[config.mk]
export PLATFORM = sky130hd
export DESIGN_NAME = xif_offload_issuer
export DESIGN_NICKNAME = d
export VERILOG_FILES = /design/src/rtl/xif_offload_issuer.sv
export SDC_FILE = /design/constraint.sdc
export NUM_CORES = 1
export LEC_CHECK = 0
export ABC_AREA = 1
export BUFFER_PORTS_ARGS = -buffer_cell sky130_fd_sc_hd__clkbuf_2
export CAP_MARGIN = 20
export CORE_AREA = 4 4 114 116
export CTS_BUF_LIST = sky130_fd_sc_hd__clkbuf_4 sky130_fd_sc_hd__clkbuf_8
export DETAILED_ROUTE_END_ITERATION = 8
export DIE_AREA = 0 0 118 120
export MAX_ROUTING_LAYER = met4
export PLACE_DENSITY = 0.83
export SLEW_MARGIN = 40
export SYNTH_ARGS = -nofsm -noshare
export SYNTH_HDL_FRONTEND = slang
export SYNTH_SLANG_ARGS = --single-unit
export TNS_END_PERCENT = 10
[constraint.sdc]
create_clock -name clk -period 2.4 [get_ports clk]
set_input_delay 0.72 -clock clk [delete_from_list [all_inputs] [get_ports clk]]
set_output_delay 0.72 -clock clk [all_outputs]
set_load 0.01 [all_outputs]
[src/rtl/xif_offload_issuer.sv]
// Core-side eXtension-interface initiator: issue -> commit -> result for one offloaded instruction.
// Optional result watchdog enabled by defining XIF_OFFLOAD_TIMEOUT_EN.
module xif_offload_issuer #(
  parameter int unsigned X_ID_WIDTH     = 4,
  parameter int unsigned X_RFR_WIDTH    = 32,
  parameter int unsigned TIMEOUT_CYCLES = 256
) (
  input  logic                   clk,
  input  logic                   rst_n,
  input  logic                   instr_valid_i,
  output logic                   instr_ready_o,
  input  logic [31:0]            instr_i,
  input  logic [X_RFR_WIDTH-1:0] rs1_i,
  input  logic [X_RFR_WIDTH-1:0] rs2_i,
  input  logic [1:0]             rs_valid_i,
  input  logic                   kill_i,
  output logic                   illegal_o,
  output logic                   wb_valid_o,
  output logic [4:0]             wb_rd_o,
  output logic [X_RFR_WIDTH-1:0] wb_data_o,
  output logic                   id_err_o,
  output logic                   timeout_o,
  output logic                   issue_valid_o,
  input  logic                   issue_ready_i,
  output logic [31:0]            issue_instr_o,
  output logic [X_ID_WIDTH-1:0]  issue_id_o,
  output logic [X_RFR_WIDTH-1:0] issue_rs0_o,
  output logic [X_RFR_WIDTH-1:0] issue_rs1_o,
  output logic [2:0]             issue_rs_valid_o,
  input  logic                   issue_accept_i,
  input  logic                   issue_writeback_i,
  output logic                   commit_valid_o,
  output logic [X_ID_WIDTH-1:0]  commit_id_o,
  output logic                   commit_kill_o,
  input  logic                   result_valid_i,
  output logic                   result_ready_o,
  input  logic [X_ID_WIDTH-1:0]  result_id_i,
  input  logic [X_RFR_WIDTH-1:0] result_data_i,
  input  logic [4:0]             result_rd_i,
  input  logic                   result_we_i
);

  if (TIMEOUT_CYCLES < 1) begin : g_bad_timeout
    $error("TIMEOUT_CYCLES must be at least 1");
  end

  typedef enum logic [1:0] {IDLE, ISSUE, COMMIT, WAIT_RESULT} state_e;

  state_e                 state_q;
  logic [31:0]            instr_q;
  logic [X_RFR_WIDTH-1:0] rs1_q, rs2_q;
  logic [1:0]             rs_valid_q;
  logic [X_ID_WIDTH-1:0]  id_cnt_q, txn_id_q;
  logic                   kill_pend_q, wb_flag_q;
  logic                   illegal_q, wb_valid_q, id_err_q;
  logic [4:0]             wb_rd_q;
  logic [X_RFR_WIDTH-1:0] wb_data_q;
  logic                   kill_now;

`ifdef XIF_OFFLOAD_TIMEOUT_EN
  localparam int unsigned TO_W = (TIMEOUT_CYCLES > 1) ? $clog2(TIMEOUT_CYCLES) : 1;
  localparam logic [TO_W-1:0] TO_LAST = TO_W'(TIMEOUT_CYCLES - 1);
  logic [TO_W-1:0] to_cnt_q;
  logic            timeout_q;
`endif

  assign kill_now = kill_pend_q | kill_i;

  always_ff @(posedge clk or negedge rst_n) begin
    if (!rst_n) begin
      state_q     <= IDLE;
      instr_q     <= '0;
      rs1_q       <= '0;
      rs2_q       <= '0;
      rs_valid_q  <= '0;
      id_cnt_q    <= '0;
      txn_id_q    <= '0;
      kill_pend_q <= 1'b0;
      wb_flag_q   <= 1'b0;
      illegal_q   <= 1'b0;
      wb_valid_q  <= 1'b0;
      id_err_q    <= 1'b0;
      wb_rd_q     <= '0;
      wb_data_q   <= '0;
`ifdef XIF_OFFLOAD_TIMEOUT_EN
      to_cnt_q    <= '0;
      timeout_q   <= 1'b0;
`endif
    end else begin
      illegal_q  <= 1'b0;
      wb_valid_q <= 1'b0;
      id_err_q   <= 1'b0;
`ifdef XIF_OFFLOAD_TIMEOUT_EN
      timeout_q  <= 1'b0;
`endif
      unique case (state_q)
        IDLE: begin
          if (instr_valid_i) begin
            instr_q    <= instr_i;
            rs1_q      <= rs1_i;
            rs2_q      <= rs2_i;
            rs_valid_q <= rs_valid_i;
            state_q    <= ISSUE;
          end
        end
        ISSUE: begin
          if (kill_i) kill_pend_q <= 1'b1;
          if (issue_ready_i) begin
            txn_id_q  <= id_cnt_q;
            id_cnt_q  <= id_cnt_q + 1'b1;
            wb_flag_q <= issue_writeback_i;
            if (issue_accept_i) begin
              state_q <= COMMIT;
            end else begin
              // Rejected: no commit follows, so the pending kill is dropped here.
              state_q     <= IDLE;
              kill_pend_q <= 1'b0;
              illegal_q   <= ~kill_now;
            end
          end
        end
        COMMIT: begin
          if (kill_now) begin
            state_q     <= IDLE;
            kill_pend_q <= 1'b0;
          end else begin
            state_q <= WAIT_RESULT;
`ifdef XIF_OFFLOAD_TIMEOUT_EN
            to_cnt_q <= '0;
`endif
          end
        end
        WAIT_RESULT: begin
          if (result_valid_i && (result_id_i == txn_id_q)) begin
            state_q <= IDLE;
            if (result_we_i && wb_flag_q) begin
              wb_valid_q <= 1'b1;
              wb_rd_q    <= result_rd_i;
              wb_data_q  <= result_data_i;
            end
          end else begin
            if (result_valid_i) id_err_q <= 1'b1;
`ifdef XIF_OFFLOAD_TIMEOUT_EN
            if (to_cnt_q == TO_LAST) begin
              timeout_q <= 1'b1;
              state_q   <= IDLE;
            end else begin
              to_cnt_q <= to_cnt_q + 1'b1;
            end
`endif
          end
        end
        default: state_q <= IDLE;
      endcase
    end
  end

  assign instr_ready_o    = (state_q == IDLE);
  assign issue_valid_o    = (state_q == ISSUE);
  assign issue_instr_o    = instr_q;
  assign issue_id_o       = id_cnt_q;
  assign issue_rs0_o      = rs1_q;
  assign issue_rs1_o      = rs2_q;
  assign issue_rs_valid_o = {1'b0, rs_valid_q};
  assign commit_valid_o   = (state_q == COMMIT);
  assign commit_id_o      = txn_id_q;
  assign commit_kill_o    = (state_q == COMMIT) & kill_now;
  assign result_ready_o   = (state_q == WAIT_RESULT);
  assign illegal_o        = illegal_q;
  assign wb_valid_o       = wb_valid_q;
  assign wb_rd_o          = wb_rd_q;
  assign wb_data_o        = wb_data_q;
  assign id_err_o         = id_err_q;
`ifdef XIF_OFFLOAD_TIMEOUT_EN
  assign timeout_o        = timeout_q;
`else
  assign timeout_o        = 1'b0;
`endif

endmodule

==> impl_summary.txt, run 1 <==
----------------------------------------------------
[Outcome]
  Outcome ... finished clean

[Detailed routing]
  Final Routed Wirelength ... 16,640 µm
  Number of iterations in the first detailed-routing pass ... 4
  Iteration-0 DRC Markers ... 302
  DR vias ... between 4,000 and 5,000
  Antenna-violating nets left ... 0
  Routed WL per cell ... 17.76 µm
  Number of vias per cell after detailed routing ... 5.147
  Number of DRC violations after detailed routing ... 0

[Layout]
  Total inserted antenna cells ... 0
  Fraction of final layout cells with drive strength greater than 1 ... between 50 and 60%
  Synth-to-layout area growth ... 35.22%
  Final cell count without fillers ... roughly 940
  Layout Nets ... 926

[Global routing]
  Number of antenna violations at the first check in global routing ... 0
  Remaining Overflow, GRT ... 0
  Via count of the first global-routing pass ... about 5,200
  Overall track demand over capacity in global routing ... around a quarter
  Wire length of the first global-routing pass ... ~27,000 µm
  Pin count of the biggest net entering global routing ... 53

[Timing]
  Setup violators final ... 0
  Total Negative Setup Slacks ... 0 ns
  Setup repair after global routing missed its margin ... false
  Final worst clock skew ... ~0.0094 ns
  Final worst-path cycle share ... approximately 90%
  Upper clock frequency limit ... 475.8 MHz
  Final Max Slew Viols ... 0
  Post-route worst hold slack ... 0.2038 ns
  Count of final hold-check violations ... 0
  Min Tclk post-route ... 2.102 ns

[Logic synthesis]
  Synth Cell Area ... 0.006003 mm²
  Sequential area share after synthesis ... 62.53%
  Number of enable-type register cells in the synthesized netlist ... 0
  Number of warning messages in the yosys log ... 0
  Area share of the largest cell type after synthesis ... 62.53%
  Cell variety after synth ... 24
  Synth area leaders ... sky130_fd_sc_hd__dfrtp_1 63%, sky130_fd_sc_hd__mux2_2 15%, sky130_fd_sc_hd__nand2_1 6.7%
  Cell type contributing the most total cell area after synthesis ... sky130_fd_sc_hd__dfrtp_1
  Gate Count Post-Synth ... roughly 470
  Synth Area per Inst ... 12.67 µm²
  Most common flop cell mapped by yosys ... sky130_fd_sc_hd__dfrtp_1
  Async set-reset flop share out of synthesis ... 100.0%
  Register bit count reported by yosys ... 150

[Critical path]
  Critical path startpoint category ... flip-flop
  Worst Path Buf+Inv ... 2
  Worst Path Arrival ... 1.38 ns
  Slowest Stage Delay on Critical Path ... 0.39 ns
  Crit Path Category ... reg -> out
  CP max-delay cell ... sky130_fd_sc_hd__dfrtp_1
  Maximum fanout encountered on the critical timing path ... 4
  CP Cell Sequence ... or2_2 > inv_1 > nor2_1 > clkbuf_2
  Cell class contributing the biggest share of worst-path delay ... flip-flops
  Crit. End Element ... primary output
  Critical path data required time ... 1.68 ns

[Power]
  Net Sw Frac ... approximately a third
  Gate power share ... 37.7%
  Power spent charging and discharging nets ... between 3 and 4 mW
  Max IR drop VDD ... between 700 and 800 µV
  Sequential group share of total power ... 41.4%
  Cell internal power dissipation ... ~6.7 mW
  Power Density ... between 1000 and 1500 mW/mm²
  Leakage Power ... 4.514 nW
  Power share of the clock group ... 20.9%
  Post-route total power ... 10.20 mW

[Floorplan]
  Vertical extent of the die ... 120 µm
  Core Rows ... 40
  Floorplan core area ... 0.01191 mm²
  Die width ... 118 µm
  Floorplan die area ... 0.01416 mm²
  Ports placed on the boundary ... 301
  Effective utilization at floorplan ... slightly above 50%

[Clock network]
  TritonCTS clock tree ... yes
  Cell at the root of the clock tree ... sky130_fd_sc_hd__clkbuf_8
  Cells resized by post-CTS repair ... 0
  Deepest clock path buffer count ... 2
  Clock tree sinks ... 150
  Clock-pin slew of the registers on the worst-case setup and hold paths ... 0.08 ns
  Post-CTS Setup Inserts ... 0
  Total of hold buffers inserted after clock tree synthesis ... 0
  Number of buffers created by CTS ... 17
  Later-pin clock latency in the skew report ... 0.45 ns
  Maximum level of the CTS H-tree ... 4

[Hold path]
  HP Class ... in -> async

[Place]
  Global placer's final weighted congestion ... a little over 0.8
  Final HPWL from detailed placement ... 12,710 µm
  I/O Buffers ... between 200 and 300
  Number of cells in the design after placement ... between 900 and 1,000

[Flow run]
  Max-capacitance violation count ... 0

----------------------------------------------------
==> final timing paths <==
check / startpoint / endpoint / slack (ns) / cells past startpoint
worst min-delay path: rst_n / issue_instr_o[10] / 0.20 / 1
worst max-delay path: kill_pend_q / commit_kill_o / 0.30 / 4
worst max register to register: commit_id_o[2] / wb_data_o[30] / 0.85 / 9
worst min register to register: wb_data_o[5] / wb_data_o[5] / 0.49 / 2
max in group asynchronous: rst_n / wb_data_o[6] / 1.54 / 2
min in group clk: wb_data_o[5] / wb_data_o[5] / 0.49 / 2
==> power groups by stage <==
stage	Sequential, mW	Clock [mW]	Combinational, mW
3_3_place_gp	4.15	0	3.75
6_report	4.22	2.13	3.85
2_1_floorplan	4.62	0	1.72
4_1_cts	4.21	2.17	3.91
3_5_place_dp	4.25	0	3.88
5_1_grt	4.34	2.28	4.16
==> sequential cells by signal (all words and copies together), names as in the netlist <==
register / cells
commit_id_o: 4
id_err_o: 1
illegal_o: 1
issue_id_o: 4
issue_instr_o: 32
issue_rs0_o: 32
issue_rs1_o: 32
kill_pend_q: 1
rs_valid_q: 2
state_q: 2
wb_data_o: 32
wb_flag_q: 1
wb_rd_o: 5
wb_valid_o: 1
==> worst register-to-register path: cells and delay by family, from the launching register on <==
family,cells,cell delay [ns]
buffers and inverters,3,0.46
and+or+nand+nor,6,0.64
DFF,1,0.39
==> kinds of logic after synthesis <==
kind of cell / Yosys count / synth area share (%)
AO/OA/AOI/OAI: 8 / 0.6668
adder cells (fa/ha/maj): 1 / 0.2084
other: 1 / 0.06247
multiplexers: 98 / 19.63
XOR/XNOR: 3 / 0.4378
AND/OR/NAND/NOR: 162 / 12.15
buffers and inverters: 51 / 4.314
flip-flops: 150 / 62.53
==> synthesized netlist by cell type (all sizes together), types with 2 or more instances <==
cell and count:
dfrtp 150, nand2 109, mux2 98, nand4 39, buf 23, inv 23
nor2 8, clkbuf 5, o21ai 5, a21oi 3, nand3 3, nor3 2
xnor2 2
==> metal layers <==
layer  GRT usage, %  up-vias  part of all wire (%)
met5              -        -                     0
met4          11.94        0                   3.6
met3          5.985       53                   5.6
met2          42.33      214                    53
met1          27.19     2356                    38
li1               -     2200                     -
==> stage by stage <==
| stage | worst slack, ns | instance area, µm² | util [%] |
|---|---|---|---|
| after floorplan | 0.5447 | 6007 | - |
| after global placement | 0.3378 | 7674 | 64.42 |
| after detailed placement | 0.3175 | 7674 | 64.42 |
| after CTS | 0.2638 | 8118 | 68.15 |
| after global routing | 0.1990 | 8118 | 68.15 |
| final | 0.2981 | 8118 | 68.15 |
==> layout make-up <==
cell class / count / area [µm²]
well taps: 147 / 183.9
repair buffers: 311 / 1645
multi-input cells: 274 / 2004
clock inverters: 12 / 175.2
fillers: 891 / 3794
inverters: 23 / 86.33
clock buffers: 20 / 269.0
flip-flops and latches: 150 / 3754
==> cells in the final DEF, fill, tap and decap left out, types with 2 or more instances in the layout <==
cell                           n
sky130_fd_sc_hd__a21oi_1       3
sky130_fd_sc_hd__buf_12        4
sky130_fd_sc_hd__buf_4         9
sky130_fd_sc_hd__bufinv_16     4
sky130_fd_sc_hd__clkbuf_2    297
sky130_fd_sc_hd__clkbuf_8     19
sky130_fd_sc_hd__clkinv_2      3
sky130_fd_sc_hd__clkinvlp_4    3
sky130_fd_sc_hd__conb_1        2
sky130_fd_sc_hd__dfrtp_1     150
sky130_fd_sc_hd__inv_1        21
sky130_fd_sc_hd__inv_2         2
sky130_fd_sc_hd__mux2_2       78
sky130_fd_sc_hd__mux2_4       20
sky130_fd_sc_hd__nand2_1     107
sky130_fd_sc_hd__nand3_1       3
sky130_fd_sc_hd__nand4_1      39
sky130_fd_sc_hd__nor2_1        4
sky130_fd_sc_hd__nor2_2        3
sky130_fd_sc_hd__nor3_1        2
sky130_fd_sc_hd__o21ai_0       5
sky130_fd_sc_hd__xnor2_1       2
(Power assumes the default switching activity.)
==> run 2: changes to the inputs <==
--- a/config.mk
+++ b/config.mk
@@ -5,15 +5,14 @@
 export SDC_FILE = /design/constraint.sdc
 export NUM_CORES = 1
 export LEC_CHECK = 0
-export ABC_AREA = 1
 export BUFFER_PORTS_ARGS = -buffer_cell sky130_fd_sc_hd__clkbuf_2
 export CAP_MARGIN = 20
-export CORE_AREA = 4 4 114 116
+export CORE_AREA = 4 4 116 118
 export CTS_BUF_LIST = sky130_fd_sc_hd__clkbuf_4 sky130_fd_sc_hd__clkbuf_8
 export DETAILED_ROUTE_END_ITERATION = 8
-export DIE_AREA = 0 0 118 120
+export DIE_AREA = 0 0 120 122
 export MAX_ROUTING_LAYER = met4
-export PLACE_DENSITY = 0.83
+export PLACE_DENSITY = 0.78
 export SLEW_MARGIN = 40
 export SYNTH_ARGS = -nofsm -noshare
 export SYNTH_HDL_FRONTEND = slang
==> run 2 against run 1 <==
Net effect: cell area down 2.7%; hold slack worse by 0.055 ns; register-to-register slack got worse by 0.32 ns; combinational power down 11%; largest cell class unchanged; highest routed layer unchanged.
==> impl_summary.txt, run 2 <==
----------------------------------------------------
[Critical path]
  CP max-delay cell ... sky130_fd_sc_hd__dfrtp_1 (unchanged)
  Worst reg2reg setup slack ... 0.53 ns (was 0.85 ns)
  Crit Path Category ... reg -> out (unchanged)
  CP Cell Sequence ... nor2b_1 > nor2b_1 > clkbuf_2 (was or2_2 > inv_1 > nor2_1 > clkbuf_2)
  Critical path data required time ... 1.68 ns (about the same)
  Slowest Stage Delay on Critical Path ... 0.54 ns (was 0.39 ns)
  Worst Path Arrival ... 1.54 ns (was 1.38 ns)
  Maximum fanout encountered on the critical timing path ... 12 (was 4)
  Critical path startpoint category ... flip-flop (unchanged)
  Crit. End Element ... primary output (unchanged)
  Most frequent CP cell ... sky130_fd_sc_hd__nor2b_1

[Layout]
  Total inserted antenna cells ... 0 (unchanged)
  Commonest non-fill, non-tap cells in the layout ... 297 x sky130_fd_sc_hd__clkbuf_2, 150 x sky130_fd_sc_hd__dfrtp_1, 133 x sky130_fd_sc_hd__mux2_2 (was 297 x sky130_fd_sc_hd__clkbuf_2, 150 x sky130_fd_sc_hd__dfrtp_1, 107 x sky130_fd_sc_hd__nand2_1)
  Layout Nets ... 820 (was 926)
  Post-layout utilization of the core ... 63.35% (was 68.15%)
  Synth-to-layout area growth ... 37.73% (was 35.22%)
  Fraction of final layout cells with drive strength greater than 1 ... 69.30% (was 56.96%)
  Most common library cell in the layout ignoring fill and taps ... sky130_fd_sc_hd__clkbuf_2 (unchanged)
  Final cell count without fillers ... 856 (was 937)

[Logic synthesis]
  Register bit count reported by yosys ... 150 (unchanged)
  Synth area leaders ... sky130_fd_sc_hd__dfrtp_1 65%, sky130_fd_sc_hd__mux2_2 26%, sky130_fd_sc_hd__nand2_1 1.6% (was sky130_fd_sc_hd__dfrtp_1 63%, sky130_fd_sc_hd__mux2_2 15%, sky130_fd_sc_hd__nand2_1 6.7%)
  Synth Cell Area ... 0.005734 mm² (was 0.006003 mm²)
  Synth Area per Inst ... 15.71 µm² (was 12.67 µm²)
  Async set-reset flop share out of synthesis ... 100.0% (unchanged)
  Number of warning messages in the yosys log ... 0 (unchanged)
  Cell type contributing the most total cell area after synthesis ... sky130_fd_sc_hd__dfrtp_1 (unchanged)
  Most common flop cell mapped by yosys ... sky130_fd_sc_hd__dfrtp_1 (unchanged)
  Leading cell types by count after synthesis ... 150 x sky130_fd_sc_hd__dfrtp_1, 133 x sky130_fd_sc_hd__mux2_2, 25 x sky130_fd_sc_hd__nand2_1, 11 x sky130_fd_sc_hd__buf_2, 7 x sky130_fd_sc_hd__xnor2_1 (was 150 x sky130_fd_sc_hd__dfrtp_1, 107 x sky130_fd_sc_hd__nand2_1, 78 x sky130_fd_sc_hd__mux2_2, 39 x sky130_fd_sc_hd__nand4_1, 21 x sky130_fd_sc_hd__inv_1)
  Number of enable-type register cells in the synthesized netlist ... 0 (unchanged)
  Sequential area share after synthesis ... 65.46% (was 62.53%)
  Cell with the most instances after synthesis ... sky130_fd_sc_hd__dfrtp_1 (unchanged)
  Gate Count Post-Synth ... 365 (was 474)
  Cell variety after synth ... 27 (was 24)
  Area share of the largest cell type after synthesis ... 65.46% (was 62.53%)

[Floorplan]
  Core Rows ... 41 (was 40)
  Vertical extent of the die ... 122 µm (was 120 µm)
  Die width ... 120 µm (was 118 µm)
  Ports placed on the boundary ... 301 (unchanged)
  Effective utilization at floorplan ... 46.00% (was 50.40%)
  Floorplan core area ... 0.01247 mm² (was 0.01191 mm²)
  Floorplan die area ... 0.01464 mm² (was 0.01416 mm²)

[Timing]
  Min Tclk post-route ... 2.263 ns (was 2.102 ns)
  Upper clock frequency limit ... 441.9 MHz (was 475.8 MHz)
  Final worst-path cycle share ... 94.29% (was 87.58%)
  Final worst clock skew ... 0.007200 ns (was 0.009385 ns)
  Setup violators final ... 0 (unchanged)
  Total Negative Setup Slacks ... 0 ns (unchanged)
  Final Max Slew Viols ... 0 (unchanged)
  Setup repair after global routing missed its margin ... false (unchanged)
  Count of final hold-check violations ... 0 (unchanged)

[Global routing]
  Via count of the first global-routing pass ... 4,338 (was 5,211)
  Overall track demand over capacity in global routing ... 20.23% (was 24.68%)
  Wire length of the first global-routing pass ... 21,960 µm (was 26,810 µm)
  Pin count of the biggest net entering global routing ... 59 (was 53)
  Remaining Overflow, GRT ... 0 (unchanged)
  Number of antenna violations at the first check in global routing ... 0 (unchanged)

[Clock network]
  Cells resized by post-CTS repair ... 0 (unchanged)
  Clock-pin slew of the registers on the worst-case setup and hold paths ... 0.08 ns (about the same)
  Later-pin clock latency in the skew report ... 0.44 ns (was 0.45 ns)
  Total of hold buffers inserted after clock tree synthesis ... 0 (unchanged)
  Number of buffers created by CTS ... 17 (unchanged)
  Deepest clock path buffer count ... 2 (unchanged)
  Clock tree sinks ... 150 (unchanged)
  Cell at the root of the clock tree ... sky130_fd_sc_hd__clkbuf_8 (unchanged)
  Post-CTS Setup Inserts ... 0 (unchanged)
  Maximum level of the CTS H-tree ... 4 (unchanged)
  TritonCTS clock tree ... yes (unchanged)

[Detailed routing]
  DR vias ... 4,094 (was 4,823)
  Routed WL per cell ... 16.57 µm (was 17.76 µm)
  Final Routed Wirelength ... 14,180 µm (was 16,640 µm)
  Number of DRC violations after detailed routing ... 0 (unchanged)
  Antenna-violating nets left ... 0 (unchanged)
  Iteration-0 DRC Markers ... 174 (was 302)
  Number of vias per cell after detailed routing ... 4.783 (was 5.147)
  Number of iterations in the first detailed-routing pass ... 4 (unchanged)

[Place]
  Global placer's final weighted congestion ... 0.8335 (was 0.8293)
  Number of cells in the design after placement ... 824 (was 905)
  Final HPWL from detailed placement ... 10,950 µm (was 12,710 µm)
  I/O Buffers ... 298 (unchanged)

[Power]
  Max IR drop VDD ... 730.1 µV (was 766.0 µV)
  Power Density ... 1231 mW/mm² (was 1257 mW/mm²)
  Leakage Power ... 4.113 nW (was 4.514 nW)
  Post-route total power ... 9.720 mW (was 10.20 mW)

[Outcome]
  Outcome ... finished clean (unchanged)

[Flow run]
  Max-capacitance violation count ... 0 (unchanged)

[Hold path]
  HP Class ... in -> async (unchanged)

----------------------------------------------------
## run 2: cells by family (layout without fill, tap and decap cells)
logic type               Yosys count  after routing  share of synthesized area, %
XOR/XNOR                           7              7                         1.069
AO/OA/AOI/OAI                      5              5                        0.5893
multiplexers                     135            135                         26.51
flip-flops                       150            150                         65.46
adder cells (fa/ha/maj)            1              1                        0.2182
other                              1              2                       0.06540
buffers and inverters             20            338                         2.138
AND/OR/NAND/NOR                   46             46                         3.950
## run 2: final timing paths
kind,start,endpoint,depth (start not counted)
worst max-delay path,state_q[1],commit_kill_o,3
worst min-delay path,rst_n,commit_id_o[3],1
worst max register to register,state_q[1],issue_rs1_o[21],4
worst min register to register,wb_flag_q,wb_flag_q,2
max in group asynchronous,rst_n,wb_data_o[19],2
min in group clk,issue_writeback_i,wb_flag_q,3
## run 2: cell type report
class | instances | area [µm²]
Tap cell | 172 | 215.2
Clock buffer | 18 | 247.7
Inverter | 1 | 3.754
Clock inverter | 14 | 200.2
Sequential cell | 150 | 3754
Timing Repair Buffer | 305 | 1613
Fill cell | 951 | 4568
Multi-Input combinational cell | 196 | 1864
## run 2: per-layer routing
layer	part of all wire, %	vias to the layer above	global-route usage [%]
li1	-	1874	-
met1	38	1983	23.27
met2	51	218	32.84
met3	8.5	19	7.196
met4	1.9	0	7.588
met5	0	-	-
## run 2: critical path, delay by kind of cell, from the launching register on
kind | cells | cell delay [ns]
AND/OR/NAND/NOR | 2 | 0.40
buffers and inverters | 1 | 0.17
flip-flops | 1 | 0.54
## run 2: where the power goes
| part | leakage [nW] | internal [mW] | switching, mW | total [mW] |
|---|---|---|---|---|
| Combinational | 2.05 | 1.80 | 1.64 | 3.43 |
| Sequential | 1.86 | 3.55 | 0.612 | 4.16 |
| Clock | 0.204 | 1.17 | 0.956 | 2.12 |
| Total | 4.11 | 6.51 | 3.21 | 9.72 |
## run 2: metrics by stage
stage | setup slack [ns] | hold WS, ns | instance area (µm²)
4_1_cts | 0.1065 | 0.1143 | 7898
6_report | 0.1371 | 0.1486 | 7898
3_3_place_gp | 0.2549 | 0.4636 | 7450
3_5_place_dp | 0.2121 | 0.4669 | 7450
2_1_floorplan | 0.2848 | 0.4244 | 5738
5_1_grt | 0.0003568 | 0.1206 | 7898
==> run 3: changes to the inputs <==
--- a/config.mk
+++ b/config.mk
@@ -7,12 +7,11 @@
 export LEC_CHECK = 0
 export BUFFER_PORTS_ARGS = -buffer_cell sky130_fd_sc_hd__clkbuf_2
 export CAP_MARGIN = 20
-export CORE_AREA = 4 4 116 118
+export CORE_AREA = 2 2 117 119
 export CTS_BUF_LIST = sky130_fd_sc_hd__clkbuf_4 sky130_fd_sc_hd__clkbuf_8
 export DETAILED_ROUTE_END_ITERATION = 8
-export DIE_AREA = 0 0 120 122
-export MAX_ROUTING_LAYER = met4
-export PLACE_DENSITY = 0.78
+export DIE_AREA = 0 0 119 121
+export PLACE_DENSITY = 0.74
 export SLEW_MARGIN = 40
 export SYNTH_ARGS = -nofsm -noshare
 export SYNTH_HDL_FRONTEND = slang
==> run 3 against run 2 <==
Net effect: cell area shrank 0.90%; via count down 0.61%; global-route usage is 0.51 points lower; clock skew is 0.0048 ns higher; critical path type unchanged; die area decreased by 1.6%; utilization shrank 3.5 points; largest cell class unchanged; routed wire length shrank 3.6%; flip-flop and latch count unchanged; combinational power barely moved; hold slack better by 0.11 ns; clock power decreased by 15%.
==> impl_summary.txt, run 3 (synthesized netlist as in run 2, its figures left out) <==
----------------------------------------------------
[Timing]
  Final worst-path cycle share ... 93.30% (was 94.29%)
  Setup violators final ... 0 (unchanged)
  Slack of the critical path ... 0.1608 ns (was 0.1371 ns)
  Final Max Slew Viols ... 0 (unchanged)
  Upper clock frequency limit ... 446.6 MHz (was 441.9 MHz)
  Min Tclk post-route ... 2.239 ns (was 2.263 ns)
  Setup repair after global routing missed its margin ... false (unchanged)
  Count of final hold-check violations ... 0 (unchanged)
  Total Negative Setup Slacks ... 0 ns (unchanged)
  Final worst clock skew ... 0.01204 ns (was 0.007200 ns)

[Floorplan]
  Vertical extent of the die ... 121 µm (was 122 µm)
  Ports placed on the boundary ... 301 (unchanged)
  Floorplan core area ... 0.01309 mm² (was 0.01247 mm²)
  Core Rows ... 42 (was 41)
  Effective utilization at floorplan ... 43.82% (was 46.00%)
  Die width ... 119 µm (was 120 µm)
  Floorplan die area ... 0.01440 mm² (was 0.01464 mm²)

[Global routing]
  Wire length of the first global-routing pass ... 21,910 µm (was 21,960 µm)
  Overall track demand over capacity in global routing ... 19.72% (was 20.23%)
  Pin count of the biggest net entering global routing ... 90 (was 59)
  Remaining Overflow, GRT ... 0 (unchanged)
  Number of antenna violations at the first check in global routing ... 0 (unchanged)
  Via count of the first global-routing pass ... 4,447 (was 4,338)

[Critical path]
  Crit. End Element ... primary output (unchanged)
  Reg2reg start ... commit_id_o[2] (was state_q[1])
  CP Cell Sequence ... nor2b_1 > nor2b_1 > clkbuf_2 (unchanged)
  Worst Path Buf+Inv ... 1 (unchanged)
  Worst Path Arrival ... 1.52 ns (was 1.54 ns)
  Maximum fanout encountered on the critical timing path ... 11 (was 12)
  Critical path data required time ... 1.68 ns (about the same)
  Cell class contributing the biggest share of worst-path delay ... flip-flops (unchanged)
  Crit Path Category ... reg -> out (unchanged)
  Slowest Stage Delay on Critical Path ... 0.50 ns (was 0.54 ns)
  Worst reg2reg setup slack ... 0.56 ns (was 0.53 ns)
  Number of cells on the worst reg-to-reg path ... 5 (was 4)
  Critical path startpoint category ... flip-flop (unchanged)
  Most frequent CP cell ... sky130_fd_sc_hd__nor2b_1 (unchanged)
  CP max-delay cell ... sky130_fd_sc_hd__dfrtp_1 (unchanged)
  RR Endpoint ... wb_data_o[5] (was issue_rs1_o[21])

[Detailed routing]
  Highest routed metal layer ... met4 (unchanged)
  Routed WL per cell ... 15.95 µm (was 16.57 µm)
  Number of vias per cell after detailed routing ... 4.748 (was 4.783)
  Iteration-0 DRC Markers ... 144 (was 174)
  M1 wire length ... 4955 µm (was 5411 µm)
  DR vias ... 4,069 (was 4,094)
  Routed met2 length ... 7249 µm (was 7286 µm)
  Number of DRC violations after detailed routing ... 0 (unchanged)
  Final Routed Wirelength ... 13,670 µm (was 14,180 µm)
  Number of iterations in the first detailed-routing pass ... 4 (unchanged)
  Met3 wire len ... 1153 µm (was 1209 µm)
  Antenna-violating nets left ... 0 (unchanged)

[Clock network]
  Later-pin clock latency in the skew report ... 0.43 ns (was 0.44 ns)
  Deepest clock path buffer count ... 2 (unchanged)
  Clock-pin slew of the registers on the worst-case setup and hold paths ... 0.08 ns (about the same)
  Post-CTS Setup Inserts ... 0 (unchanged)
  Maximum level of the CTS H-tree ... 4 (unchanged)
  Number of buffers created by CTS ... 17 (unchanged)
  Clock tree sinks ... 150 (unchanged)
  TritonCTS clock tree ... yes (unchanged)
  Cell at the root of the clock tree ... sky130_fd_sc_hd__clkbuf_8 (unchanged)

[Layout]
  Most common library cell in the layout ignoring fill and taps ... sky130_fd_sc_hd__clkbuf_2 (unchanged)
  Layout Nets ... 820 (unchanged)
  Total inserted antenna cells ... 0 (unchanged)
  FILL cells ... 1,065 (was 951)
  Final cell count without fillers ... 857 (was 856)
  Fraction of final layout cells with drive strength greater than 1 ... 69.31% (was 69.30%)
  Synth-to-layout area growth ... 36.48% (was 37.73%)
  Commonest non-fill, non-tap cells in the layout ... 297 x sky130_fd_sc_hd__clkbuf_2, 149 x sky130_fd_sc_hd__dfrtp_1, 133 x sky130_fd_sc_hd__mux2_2 (was 297 x sky130_fd_sc_hd__clkbuf_2, 150 x sky130_fd_sc_hd__dfrtp_1, 133 x sky130_fd_sc_hd__mux2_2)
  Final standard cell area without fillers ... 0.007826 mm² (was 0.007898 mm²)

[Place]
  Final HPWL from detailed placement ... 10,580 µm (was 10,950 µm)
  Global placer's final weighted congestion ... 0.9118 (was 0.8335)
  Pre-CTS setup slack ... 0.1858 ns (was 0.2121 ns)
  I/O Buffers ... 298 (unchanged)
  Number of cells in the design after placement ... 828 (was 824)
  Post-place instance area ... 0.007455 mm² (was 0.007450 mm²)

[Outcome]
  Outcome ... finished clean (unchanged)

[Power]
  Leakage Power ... 4.106 nW (was 4.113 nW)
  Max IR drop VDD ... 541.9 µV (was 730.1 µV)
  Post-route total power ... 9.382 mW (was 9.720 mW)
  Power Density ... 1199 mW/mm² (was 1231 mW/mm²)

[Hold path]
  HP Class ... in -> async (unchanged)

[Flow run]
  Max-capacitance violation count ... 0 (unchanged)

----------------------------------------------------
==> run 3: changes by cell type in the layout (fill, tap and decap cells not counted), sizes merged <==
| cell | change |
|---|---|
| bufinv | -3 |
| clkbuf | +7 |
| inv | -2 |
| clkinv | +1 |
| clkinvlp | -6 |
==> run 3: layout make-up <==
class	instances	area [µm²]	share of cell area, %
clock buffers	25	325.3	4.157
clock inverters	4	45.04	0.5755
inverters	1	3.754	0.04796
multi-input cells	196	1864	23.82
flip-flops and latches	150	3755	47.98
well taps	176	220.2	2.814
repair buffers	305	1613	20.61
==> run 3: metal layers <==
metal | up-vias | global-route usage [%]
met2 | 205 | 35.38
met1 | 1970 | 20.87
li1 | 1867 | -
met5 | - | 0
met4 | 0 | 8.854
met3 | 27 | 6.861
==> run 3: how the worst max path moves through the flow <==
stage	startpoint	to	slack [ns]	depth (start not counted)
floorplan	result_id_i[2]	wb_data_o[11]	0.28	5
global placement	result_id_i[2]	wb_data_o[5]	0.25	6
detailed placement	result_id_i[2]	wb_data_o[5]	0.19	6
CTS	state_q[1]	commit_kill_o	0.04	3
global route	state_q[0]	commit_kill_o	0.04	3
finish	state_q[0]	commit_kill_o	0.16	3
==> run 3: repair_timing <==
action | in CTS | in global routing
gates resized for setup | 0 | 1
setup endpoints to repair | 0 | 1
hold buffers | 0 | 0
==> run 3: where the power goes <==
part	total [mW]	leakage [nW]	internal, mW	switching, mW
logic	3.42	2.05	1.80	1.62
clock network	1.80	0.198	0.972	0.833
registers	4.16	1.86	3.55	0.608
total	9.38	4.11	6.32	3.06
==> run 3: stage by stage <==
stage                     hold slack (ns)  utilization (%)
after floorplan                    0.4244                -
after global placement             0.4629            56.97
after detailed placement           0.4844            56.97
after CTS                          0.2450            59.80
after global routing               0.2524            59.81
final                              0.2556            59.81
